<file path="src/rtl/rom_arb_pkg.sv">
// ============================================================================
// Module      : rom_arb_pkg
// Description : Shared types and constants for the two-port ROM arbiter.
//               Holds the FSM state encoding and the requester port ids.
// Revision    : 1.0 - initial release
// ============================================================================
`default_nettype none

package rom_arb_pkg;

    // Arbiter FSM states, explicitly 2 bits wide
    typedef enum logic [1:0] {
        IDLE   = 2'd0,
        ACCESS = 2'd1,
        RESP   = 2'd2
    } state_e;

    // Requester identifiers
    localparam logic PORT_FETCH = 1'b0;  // instruction fetch unit
    localparam logic PORT_LOAD  = 1'b1;  // data load unit

    // One-hot grant vector for a given port id
    function automatic logic [1:0] port_onehot(input logic id);
        return (id == PORT_LOAD) ? 2'b10 : 2'b01;
    endfunction

endpackage : rom_arb_pkg

`default_nettype wire

</file>
<file path="src/rtl/rom_arb_pick.sv">
// ============================================================================
// Module      : rom_arb_pick
// Description : Two-input request selector. Turns the request pair into a
//               one-hot grant. When both ports request, the winner depends
//               on the build:
//                 ROM_ARB_RR_EN defined   -> port named by ptr_i wins
//                 ROM_ARB_RR_EN undefined -> port 0 always wins (ptr_i unused)
// Revision    : 1.0 - initial release
// ============================================================================
`default_nettype none

module rom_arb_pick
    import rom_arb_pkg::*;
(
    input  logic [1:0] req_i,   // {req1, req0}
    input  logic       ptr_i,   // preferred port on contention
    output logic [1:0] gnt_o    // one-hot grant, zero when no request
);

`ifndef ROM_ARB_RR_EN
    // Fixed priority ignores the pointer; keep it visibly sunk
    logic w_unused_ptr;
    assign w_unused_ptr = ptr_i;
`endif

    // Resolve the request pair into at most one grant
    always_comb begin
        gnt_o = 2'b00;
        if (req_i == 2'b11) begin
`ifdef ROM_ARB_RR_EN
            gnt_o = port_onehot(ptr_i);
`else
            gnt_o = port_onehot(PORT_FETCH);
`endif
        end else begin
            // Zero or one requester: pass straight through
            gnt_o = req_i;
        end
    end

endmodule : rom_arb_pick

`default_nettype wire

</file>
<file path="src/rtl/rom_arbiter.sv">
// ============================================================================
// Module      : rom_arbiter
// Description : Shares one combinational ROM between an instruction-fetch
//               port (0) and a data-load port (1). One access in flight at a
//               time: grant (IDLE/RESP) -> ROM address (ACCESS) -> response
//               with a one-cycle rvalid (RESP). A new grant may overlap the
//               response cycle, giving one response every two cycles.
//               Build option: ROM_ARB_RR_EN selects round-robin arbitration;
//               without it port 0 has fixed priority.
// Revision    : 1.0 - initial release
// ============================================================================
`default_nettype none

module rom_arbiter
    import rom_arb_pkg::*;
#(
    parameter int ADDR_WIDTH = 32,
    parameter int DATA_WIDTH = 32
) (
    input  logic                  clk_i,
    input  logic                  rst_i,

    // Port 0: instruction fetch
    input  logic                  req0_i,
    input  logic [ADDR_WIDTH-1:0] addr0_i,
    output logic                  gnt0_o,
    output logic                  rvalid0_o,
    output logic [DATA_WIDTH-1:0] rdata0_o,

    // Port 1: data load
    input  logic                  req1_i,
    input  logic [ADDR_WIDTH-1:0] addr1_i,
    output logic                  gnt1_o,
    output logic                  rvalid1_o,
    output logic [DATA_WIDTH-1:0] rdata1_o,

    // ROM side
    output logic [ADDR_WIDTH-1:0] rom_addr_o,
    input  logic [DATA_WIDTH-1:0] rom_data_i
);

    // ------------------------------------------------------------------------
    // State
    // ------------------------------------------------------------------------
    state_e                  state_q,   state_d;
    logic [ADDR_WIDTH-1:0]   addr_q,    addr_d;
    logic [DATA_WIDTH-1:0]   data_q,    data_d;
    logic                    win_q,     win_d;
    logic                    rvalid0_q, rvalid0_d;
    logic                    rvalid1_q, rvalid1_d;

    logic                    w_grant_ok;
    logic [1:0]              w_pick;
    logic [1:0]              w_gnt;
    logic                    w_win_id;
    logic                    w_ptr;

    // ------------------------------------------------------------------------
    // Arbitration
    // ------------------------------------------------------------------------
    // Grants are only possible when no access is being driven to the ROM and
    // never while reset is asserted, so gnt reads 0 throughout reset.
    assign w_grant_ok = !rst_i && ((state_q == IDLE) || (state_q == RESP));

    rom_arb_pick u_pick (
        .req_i ({req1_i, req0_i}),
        .ptr_i (w_ptr),
        .gnt_o (w_pick)
    );

    assign w_gnt    = w_grant_ok ? w_pick : 2'b00;
    assign w_win_id = w_gnt[1] ? PORT_LOAD : PORT_FETCH;
    assign gnt0_o   = w_gnt[0];
    assign gnt1_o   = w_gnt[1];

`ifdef ROM_ARB_RR_EN
    logic ptr_q, ptr_d;

    // Pointer moves to the port that lost (or did not request) after a grant
    always_comb begin
        ptr_d = ptr_q;
        if (w_gnt != 2'b00) begin
            ptr_d = ~w_win_id;
        end
    end

    // Round-robin pointer register; reset favours the fetch port
    always_ff @(posedge clk_i) begin
        if (rst_i) begin
            ptr_q <= PORT_FETCH;
        end else begin
            ptr_q <= ptr_d;
        end
    end

    assign w_ptr = ptr_q;
`else
    assign w_ptr = PORT_FETCH;
`endif

    // ------------------------------------------------------------------------
    // Next-state and datapath
    // ------------------------------------------------------------------------
    // FSM transitions plus address/winner capture on grant and ROM-word
    // capture in ACCESS; rvalid is raised for exactly the RESP cycle.
    always_comb begin
        state_d   = state_q;
        addr_d    = addr_q;
        data_d    = data_q;
        win_d     = win_q;
        rvalid0_d = 1'b0;
        rvalid1_d = 1'b0;

        unique case (state_q)
            IDLE, RESP: begin
                if (w_gnt != 2'b00) begin
                    addr_d  = w_gnt[1] ? addr1_i : addr0_i;
                    win_d   = w_win_id;
                    state_d = ACCESS;
                end else begin
                    state_d = IDLE;
                end
            end

            ACCESS: begin
                data_d    = rom_data_i;
                rvalid0_d = (win_q == PORT_FETCH);
                rvalid1_d = (win_q == PORT_LOAD);
                state_d   = RESP;
            end

            default: begin
                state_d = IDLE;
            end
        endcase
    end

    // Registered state; reset drops any in-flight access without a response
    always_ff @(posedge clk_i) begin
        if (rst_i) begin
            state_q   <= IDLE;
            addr_q    <= '0;
            data_q    <= '0;
            win_q     <= PORT_FETCH;
            rvalid0_q <= 1'b0;
            rvalid1_q <= 1'b0;
        end else begin
            state_q   <= state_d;
            addr_q    <= addr_d;
            data_q    <= data_d;
            win_q     <= win_d;
            rvalid0_q <= rvalid0_d;
            rvalid1_q <= rvalid1_d;
        end
    end

    // ------------------------------------------------------------------------
    // Outputs
    // ------------------------------------------------------------------------
    // The address register holds its value outside ACCESS, so the ROM address
    // only changes when a new grant is taken.
    assign rom_addr_o = addr_q;
    assign rvalid0_o  = rvalid0_q;
    assign rvalid1_o  = rvalid1_q;
    assign rdata0_o   = data_q;
    assign rdata1_o   = data_q;

endmodule : rom_arbiter

`default_nettype wire

</file>
<file path="config.mk">
export PLATFORM = sky130hd
export DESIGN_NAME = rom_arbiter
export DESIGN_NICKNAME = d
export VERILOG_FILES = /design/src/rtl/rom_arb_pkg.sv /design/src/rtl/rom_arb_pick.sv /design/src/rtl/rom_arbiter.sv
export SDC_FILE = /design/constraint.sdc
export NUM_CORES = 1
export LEC_CHECK = 0
export CORE_ASPECT_RATIO = 1.1
export CORE_UTILIZATION = 41
export DETAILED_ROUTE_END_ITERATION = 6
export PLACE_DENSITY = 0.95
export SLEW_MARGIN = 20
export SYNTH_ARGS = -nofsm -noshare
export SYNTH_HDL_FRONTEND = slang
export SYNTH_SLANG_ARGS = --single-unit
export TNS_END_PERCENT = 20
</file>
<file path="constraint.sdc">
create_clock -name clk_i -period 2.77 [get_ports clk_i]
set_input_delay 0.554 -clock clk_i [delete_from_list [all_inputs] [get_ports clk_i]]
set_output_delay 0.554 -clock clk_i [all_outputs]
set_load 0.01 [all_outputs]
</file>
==> flow_metrics.py <==
metrics = {
    "outcome": {
        "outcome": "finished clean",
    },
    "global_routing": {
        "antenna_found_initial": 0,
        "grt_pass1_wl_um": 14770,
        "grt_usage_pct": 22.06,
        "grt_max_degree": 68,
        "grt_overflow_total": 0,
        "grt_pass1_vias": 3057,
    },
    "timing": {
        "layout_min_cycle_time_ns": 2.416,
        "tightest_slew_ns": 0.8847,
        "grt_setup_unrepaired": "false",
        "fin_crit_sh_pct": 87.21,
        "max_freq_mhz": 414.0,
        "setup_viol": 0,
        "maxSlewHeadroom_pct": 41.02,
        "drv_slew": 0,
        "hold_viol": 0,
        "fin_tns_setup_ns": 0,
        "skew_ns": 0.005275,
        "layout_setup_ws_ns": 0.3543,
    },
    "setup_path": {
        "arrival_ns": 1.86,
        "critPathKind": "input pin to output port",
        "cp_max_fo": 5,
        "worst_ep_required_time_ns": 2.22,
        "start_kind": "input pin",
        "endpoint_kind": "output port",
    },
    "power_and_ir_drop": {
        "vdd_drop_max_mv": 0.2493,
        "finalPower_uw": 2599,
        "leakage_uw": 0.001790,
        "p_per_area_nw_per_um2": 492.5,
    },
    "synth": {
        "yosys_warnings": 0,
        "yosysUniqueCellTypes": 27,
        "seq_area_frac_synth_pct": 40.72,
        "synthCells": 345,
        "post_synth.cell_area_avg_um2": 9.832,
        "synthesis.area_um2": 3392,
        "syn-num-nets": 445,
        "synthMostInstantiatedCell": "dfxtp_1",
        "ys_ff_latch": 69,
        "ys_async_sr_fraction_pct": 0,
        "synth_flop_cell": "dfxtp_1",
        "netlist.top_cell.by_area": "dfxtp_1",
        "synth_edf_count": 0,
        "synth_common_cells": "dfxtp_1 (69), nand2_1 (66), buf_4 (39), a21oi_1 (35)",
        "synth_top_area_share_pct": 40.72,
        "yosys-top-cells-area": "dfxtp_1 (41%), a211oi_2 (11%), buf_4 (8.6%)",
    },
    "run": {
        "drv_cap": 0,
    },
    "clock_tree": {
        "ctsLongestPathBuffers": 2,
        "clock_latency_ns": 0.32,
        "clock_sinks": 69,
        "root_buffer": "clkbuf_8",
        "cts_setup_buffers": 0,
        "numCtsBuffers": 9,
        "cts_tree": "done",
        "clk_pin_slew_ns": 0.07,
        "cts_resized": 0,
        "postCtsHoldBufs": 0,
        "cts.htree.levels": 3,
    },
    "route": {
        "wl_per_cell_um": 15.59,
        "wirelength_um": 9480,
        "vias": 3088,
        "drc_errors": 0,
        "ant_nets": 0,
        "drtIter0Drc": 107,
        "drt-pass1-iter-count": 4,
        "via_per_inst": 5.079,
    },
    "floorplanning": {
        "initial_utilization_pct": 42.64,
        "rows": 34,
        "core_area_um2": 7955,
        "dieHeight_um": 97.40,
        "num_io_pins": 200,
        "die-area_um2": 8641,
        "die_w_um": 88.73,
    },
    "placed_design": {
        "io_buffers": 199,
        "dpl_cell_area_um2": 5079,
        "post-place-cells": 593,
        "hpwlAfterDp_um": 6981,
        "routabilityCongestion": 0.7760,
        "pre_cts_slack_ns": 0.3584,
    },
    "cells_and_area": {
        "antenna_cells": 0,
        "drive_gt1_share_pct": 22.40,
        "stdcell_count": 608,
        "area_growth_pct": 55.59,
        "fin_nets": 596,
        "final_area_um2": 5278,
    },
    "worst_hold_path": {
        "hold_path.class": "flop to flop",
    },
}
==> final cells by class <==
cell class / instances / area (um2)
Clock buffer: 11 / 151.4
Timing Repair Buffer: 205 / 2044
Tap cell: 108 / 135.1
Multi-Input combinational cell: 209 / 1510
Clock inverter: 4 / 47.55
Inverter: 2 / 7.507
Fill cell: 626 / 2678
Sequential cell: 69 / 1381
==> routing by layer <==
metal	track usage (%)	routed length, um	share of wire (%)	vias up
met1	22.72	3460	36	1460
met3	7.562	826	8.7	17
met5	0	0	0	-
met4	6.452	172	1.8	0
li1	-	-	-	1476
met2	40.89	5021	53	135
==> layout by cell type, fill, tap and decap left out, drive strengths merged <==
master / count
o22ai: 30
a211oi: 31
clkinv: 2
clkdlybuf4s50: 198
or2: 2
a21oi: 65
clkbuf: 11
a311oi: 2
buf: 7
dfxtp: 69
nor2b: 1
nand2b: 2
clkinvlp: 1
nor3: 1
nor2: 4
inv: 2
and2b: 1
nand2: 66
and2: 2
bufinv: 1
o21ai: 2
==> power breakdown <==
part	internal (uW)	switching, uW	total (uW)
clock network	457	360	817
registers	1060	50.8	1110
logic	383	289	671
==> stage by stage <==
step / util (%) / hold slack, ns
after floorplan: - / 0.4171
after global placement: 63.81 / 0.4543
after detailed placement: 63.84 / 0.4605
after CTS: 66.34 / 0.4712
after global routing: 66.34 / 0.4945
final: 66.34 / 0.4706
==> flip-flops by register name (all words and copies together), names as in the netlist <==
| signal | flops |
|---|---|
| rom_addr_o | 32 |
| win_q | 1 |
| rvalid0_o | 1 |
| rdata0_o | 32 |
| rvalid1_o | 1 |
| state_q | 2 |
==> critical path, stage by stage <==
cell and delay, ns:
clkdlybuf4s50_1 0.48, nand2b_2 0.21, nor2_1 0.08, clkdlybuf4s50_1 0.53
==> final timing paths <==
path                                    from      endpoint  slack [ns]  depth (start not counted)
worst max-delay path                  req0_i        gnt1_o        0.35                          4
worst min-delay path            rdata0_o[13]  rdata0_o[13]        0.47                          2
worst max register to register    state_q[0]         win_q        1.35                          3
worst min register to register  rdata0_o[13]  rdata0_o[13]        0.47                          2
==> cell families (layout without fill, tap and decap cells) <==
family	count (synthesis)	after routing	share of synthesized area, %
and+or+nand+nor	79	79	9.701
buffers and inverters	67	222	14.98
AOI/OAI and AO/OA	130	130	34.60
DFF	69	69	40.72
Note: power is estimated with default switching activity, not from simulation.
==> RTL edit 1: new RTL, same settings <==
The option `ROM_ARB_RR_EN` is turned on by a define.
--- a/src/rtl/rom_arb_pick.sv
+++ b/src/rtl/rom_arb_pick.sv
@@ -10,2 +10,4 @@
 `default_nettype none
+
+`define ROM_ARB_RR_EN
 
Check against the original RTL: not equivalent (a bounded check fails within 4 cycles, from zero or initial values and one cycle with rst_i high).
==> RTL edit 1 against the original RTL <==
  * Power grew 8.1%
  * Utilization grew 1.7 points
  * Sequential cell count grew 1
  * Worst setup slack lost 240 ps
  * Area after synthesis shrank 0.89%
  * Routed wire length grew 6.3%
  * Via count grew 13%
  * Fmax shrank 9.0%
  * Global-route usage grew 1.0 points
  * Final area grew 1.9%
  * Register-to-register slack lost 550 ps
  * Critical endpoint unchanged
  * Critical path type unchanged
==> RTL edit 1: results (changes against the original RTL) <==
Status
  • Outcome: finished, final reports clean

Worst hold path
  • Min-Delay Path Class: register to register
  • Hold path depth: 1 (-1)
  • Hold wc startpoint: win_q
  • Worst hold endpoint: rvalid0_o

Power
  • Worst IR Drop VDD: 0.3138 mV (+26%)
  • Power Clock: 0.995 mW (+22%)
  • LEAKAGE: 1.798 nW (+0.47%)
  • Switch share: 26.74% (-0.17 points)
  • Sequential Power Share: 40.1% (-2.6 points)

STA
  • Final hold slack: 451.9 ps (-18.71 ps)
  • Slew headroom: 40.85% (-0.17 points)
  • Clk_skew: 12.42 ps (+7.144 ps)

CTS
  • TritonCTS Buffers: 9 (unchanged)
  • Resize count post-CTS: 0 (unchanged)
  • Clock transition at the registers of the reported paths: 70 ps (about the same)
  • H-tree Lvls: 3 (unchanged)
  • Clock buffer depth: 2 (unchanged)
  • # Post-CTS Setup Buffers: 0 (unchanged)
  • Clk root buf: clkbuf_8
  • Clock Latency Late Sink: 340 ps (+20 ps)

Place
  • Post-DP HPWL: 7178 um (+2.8%)
  • Final Wtd Congestion: 0.7637 (-1.6%)

Critical path
  • Critical path origin: req1_i
  • CP arrival: 2100 ps (+240 ps)
  • RR Endpoint: rom_addr_o[31]
  • R2R depth: 5 (+2)
  • Crit Path Max Fanout: 2 (-3)
  • Worst R2R Setup Slack: 800 ps (-550 ps)
  • Crit path largest cell delay: 580 ps (+50 ps)

Yosys
  • Sequential cell area fraction in the yosys report: 41.68% (+0.96 points)
  • Ranking of synthesized cells by area: dfxtp_1, a311oi_2, a21oi_1
  • Synth cell count leaders: dfxtp_1, a21oi_1, nand2_1
  • Syn Nets: 489 (+9.9%)
  • Synth cell types: 26 (-3.7%)
  • Compound-Gate Fraction of Synth Area: 29.10% (-5.5 points)
  • Async S/R FF share, synth: 0% (unchanged)

Global routing
  • Total Routing Usage GR: 23.09% (+1.0 points)
  • Largest net degree at the start of global routing: 69 (+1.5%)
  • Antenna violations before repair: 0 (unchanged)
  • First-pass GRT wire length: 15,590 um (+5.5%)
  • Grt total ovfl: 0 (unchanged)
  • Vias in the first global route: 3,350 (+9.6%)

Detailed routing
  • First DRT Iteration DRCs: 203 (+90%)
  • Via count: 3,496 (+13%)
  • WL final: 10,070 um (+6.3%)

Final layout
  • Share of cells above drive strength 1: 11.15% (-11 points)
  • Final net count: 633 (+6.2%)
  • N_diodes: 0 (unchanged)
  • Fillers: 599 (-4.3%)
RTL edit 1: per-stage QoR:
stage | area, sq um | total power, mW | worst slack, ps | utilization (%) | instances
floorplan | 3362 | 1.488 | 724.2 | - | 389
global placement | 5132 | 1.814 | 102.6 | 64.86 | 630
detailed placement | 5135 | 1.835 | 109.6 | 64.90 | 630
CTS | 5380 | 2.834 | 110.0 | 67.99 | 646
global route | 5380 | 2.933 | 30.89 | 67.99 | 646
finish | 5380 | 2.811 | 114.0 | 67.99 | 646
RTL edit 1: cell type report:
cell class	instances	area, sq um	area share (%)
timing repair buffer	209	2087	38.79
multi-input combinational	242	1508	28.02
sequential	70	1401	26.05
tap	108	135.1	2.512
clock buffer	9	123.9	2.302
clock inverter	7	121.4	2.256
inverter	1	3.754	0.06977
RTL edit 1: routing by layer:
metal	track usage, %	routed length [um]
met3	6.143	838
met1	24.89	3821
met2	42.07	5220
met4	8.189	194
met5	0	0
==> RTL edit 2: new RTL, same settings <==
Made on the original files. `addr_q` no longer has a reset.
--- a/src/rtl/rom_arbiter.sv
+++ b/src/rtl/rom_arbiter.sv
@@ -141,3 +141,2 @@
             state_q   <= IDLE;
-            addr_q    <= '0;
             data_q    <= '0;
@@ -148,3 +147,2 @@
             state_q   <= state_d;
-            addr_q    <= addr_d;
             data_q    <= data_d;
@@ -154,2 +152,6 @@
         end
+    end
+
+    always_ff @(posedge clk_i) begin
+        addr_q <= addr_d;
     end
Check against the original RTL: differs if rst_i is asserted again (counterexample within 4 cycles, from zero or initial values and one cycle with rst_i high); with rst_i held inactive, the same outputs for 10 cycles.
==> RTL edit 2 against the original RTL <==
  * Cell count down 16%
  * Routed wire length down 15%
  * Utilization up 6.5 points
  * Worst setup slack worse by 180 ps
  * Sequential cell count unchanged
  * Sequential power up 5%
  * Critical endpoint unchanged
  * Area after synthesis down 15%
  * Final area down 7.9%
  * Power down 9.8%
  * First-iteration DRC count down 39%
  * Non-clock buffer count down 1
  * Fmax down 7.0%
  * Register-to-register slack worse by 390 ps
==> RTL edit 2: results (changes against the original RTL) <==
Worst hold path
  • Worst hold endpoint: rdata0_o[29]
  • Hold wc startpoint: rdata0_o[29]
  • Hold path depth: 2 (unchanged)

Yosys
  • Synth cell count leaders: nand2_1, dfxtp_1, a21oi_1
  • Syn Nets: 357 (-20%)
  • Async S/R FF share, synth: 0% (unchanged)
  • Number of synthesized flops with an enable pin: 32 (+32)
  • Ranking of synthesized cells by area: edfxtp_1, dfxtp_1, mux2_2
  • Sequential cell area fraction in the yosys report: 59.16% (+18 points)
  • Synth cell types: 19 (-30%)
  • Synth Area per Inst: 11.19 sq um (+14%)

Global routing
  • First-pass GRT wire length: 12,190 um (-17%)
  • Grt total ovfl: 0 (unchanged)
  • Total Routing Usage GR: 22.37% (+0.31 points)
  • Vias in the first global route: 2,557 (-16%)
  • Largest net degree at the start of global routing: 35 (-49%)

STA
  • Slew headroom: 60.25% (+19 points)
  • Clk_skew: 9.924 ps (+4.649 ps)

Critical path
  • Worst R2R Setup Slack: 960 ps (-390 ps)
  • Crit Path Max Fanout: 8 (+3)
  • R2R depth: 3 (unchanged)
  • CP arrival: 2040 ps (+180 ps)
  • RR Endpoint: rom_addr_o[19]

Detailed routing
  • Vias per cell: 4.850 (-4.5%)
  • Via count: 2,483 (-20%)
  • First DRT Iteration DRCs: 65 (-39%)
  • WL/cell: 15.74 um (+0.94%)

Final layout
  • Final net count: 525 (-12%)
  • Share of cells above drive strength 1: 12.09% (-10 points)

Power
  • Worst IR Drop VDD: 0.3076 mV (+23%)
  • LEAKAGE: 1.722 nW (-3.8%)

Status
  • Outcome: finished, final reports clean

CTS
  • TritonCTS Buffers: 9 (unchanged)
  • Clock Latency Late Sink: 330 ps

Place
  • Placed Instances: 496 (-16%)
  • Post-DP HPWL: 6189 um (-11%)
  • Final Wtd Congestion: 0.7793 (+0.43%)
==> RTL edit 2: cell types whose count changed in the layout (fill, tap and decap cells not counted), sizes merged, moves of 3 or more <==
cell and change:
mux2 +32, o22ai -30, clkbuf +3, edfxtp +32, a21oi -32, a211oi -30, dfxtp -32
==> RTL edit 2: report_power, final <==
part	internal, mW	leakage, nW	total [mW]	switching [mW]
combinational	0.311	1.03	0.488	0.177
sequential	1.13	0.604	1.17	0.0356
clock	0.348	0.0844	0.687	0.339
==> RTL edit 2: cells by family (layout without fill, tap and decap cells) <==
| group | after synthesis | after routing | share of synthesized area, % |
|---|---|---|---|
| simple gates | 74 | 74 | 10.92 |
| mux | 32 | 32 | 12.53 |
| compound gates | 34 | 34 | 6.003 |
| flops | 69 | 69 | 59.16 |
| buf+inv | 48 | 221 | 11.40 |
==> RTL edit 2: layer usage <==
metal	track usage, %	vias up	routed length [um]
met2	40.36	146	4222
met5	0	-	0
li1	-	1170	-
met1	22.25	1145	2785
met3	5.787	22	792
met4	12.57	0	258
==> RTL edit 2: how the worst max path moves through the flow <==
| stage | cells past startpoint | to | startpoint | slack (ps) |
|---|---|---|---|---|
| 6_report | 3 | gnt1_o | rst_i | 170 |
| 2_1_floorplan | 2 | rom_addr_o[0] | rst_i | 300 |
| 3_5_place_dp | 3 | gnt1_o | rst_i | 160 |
| 3_3_place_gp | 3 | gnt1_o | rst_i | 180 |
| 4_1_cts | 3 | gnt1_o | rst_i | 170 |
| 5_1_grt | 3 | gnt1_o | rst_i | 100 |
==> RTL edit 2: through the flow <==
| step | area, sq um | setup slack (ps) | hold WS [ps] |
|---|---|---|---|
| after global placement | 4698 | 177.1 | 443.9 |
| final | 4862 | 173.4 | 470.2 |
| after CTS | 4861 | 167.4 | 471.8 |
| after detailed placement | 4698 | 165.0 | 456.4 |
| after floorplan | 2882 | 296.7 | 417.1 |
| after global routing | 4862 | 103.3 | 499.6 |
==> RTL edit 2: cell type report <==
| type | count | area, sq um |
|---|---|---|
| inverter | 1 | 3.754 |
| sequential | 69 | 1702 |
| tap | 82 | 102.6 |
| clock buffer | 14 | 152.6 |
| multi-input combinational | 140 | 862.1 |
| clock inverter | 2 | 10.01 |
| fill | 464 | 1809 |
| timing repair buffer | 204 | 2029 |
==> RTL edit 2: critical path, cell delays in order <==
cell and delay (ps):
clkdlybuf4s50_1 580, nor4b_4 300, clkdlybuf4s50_1 600
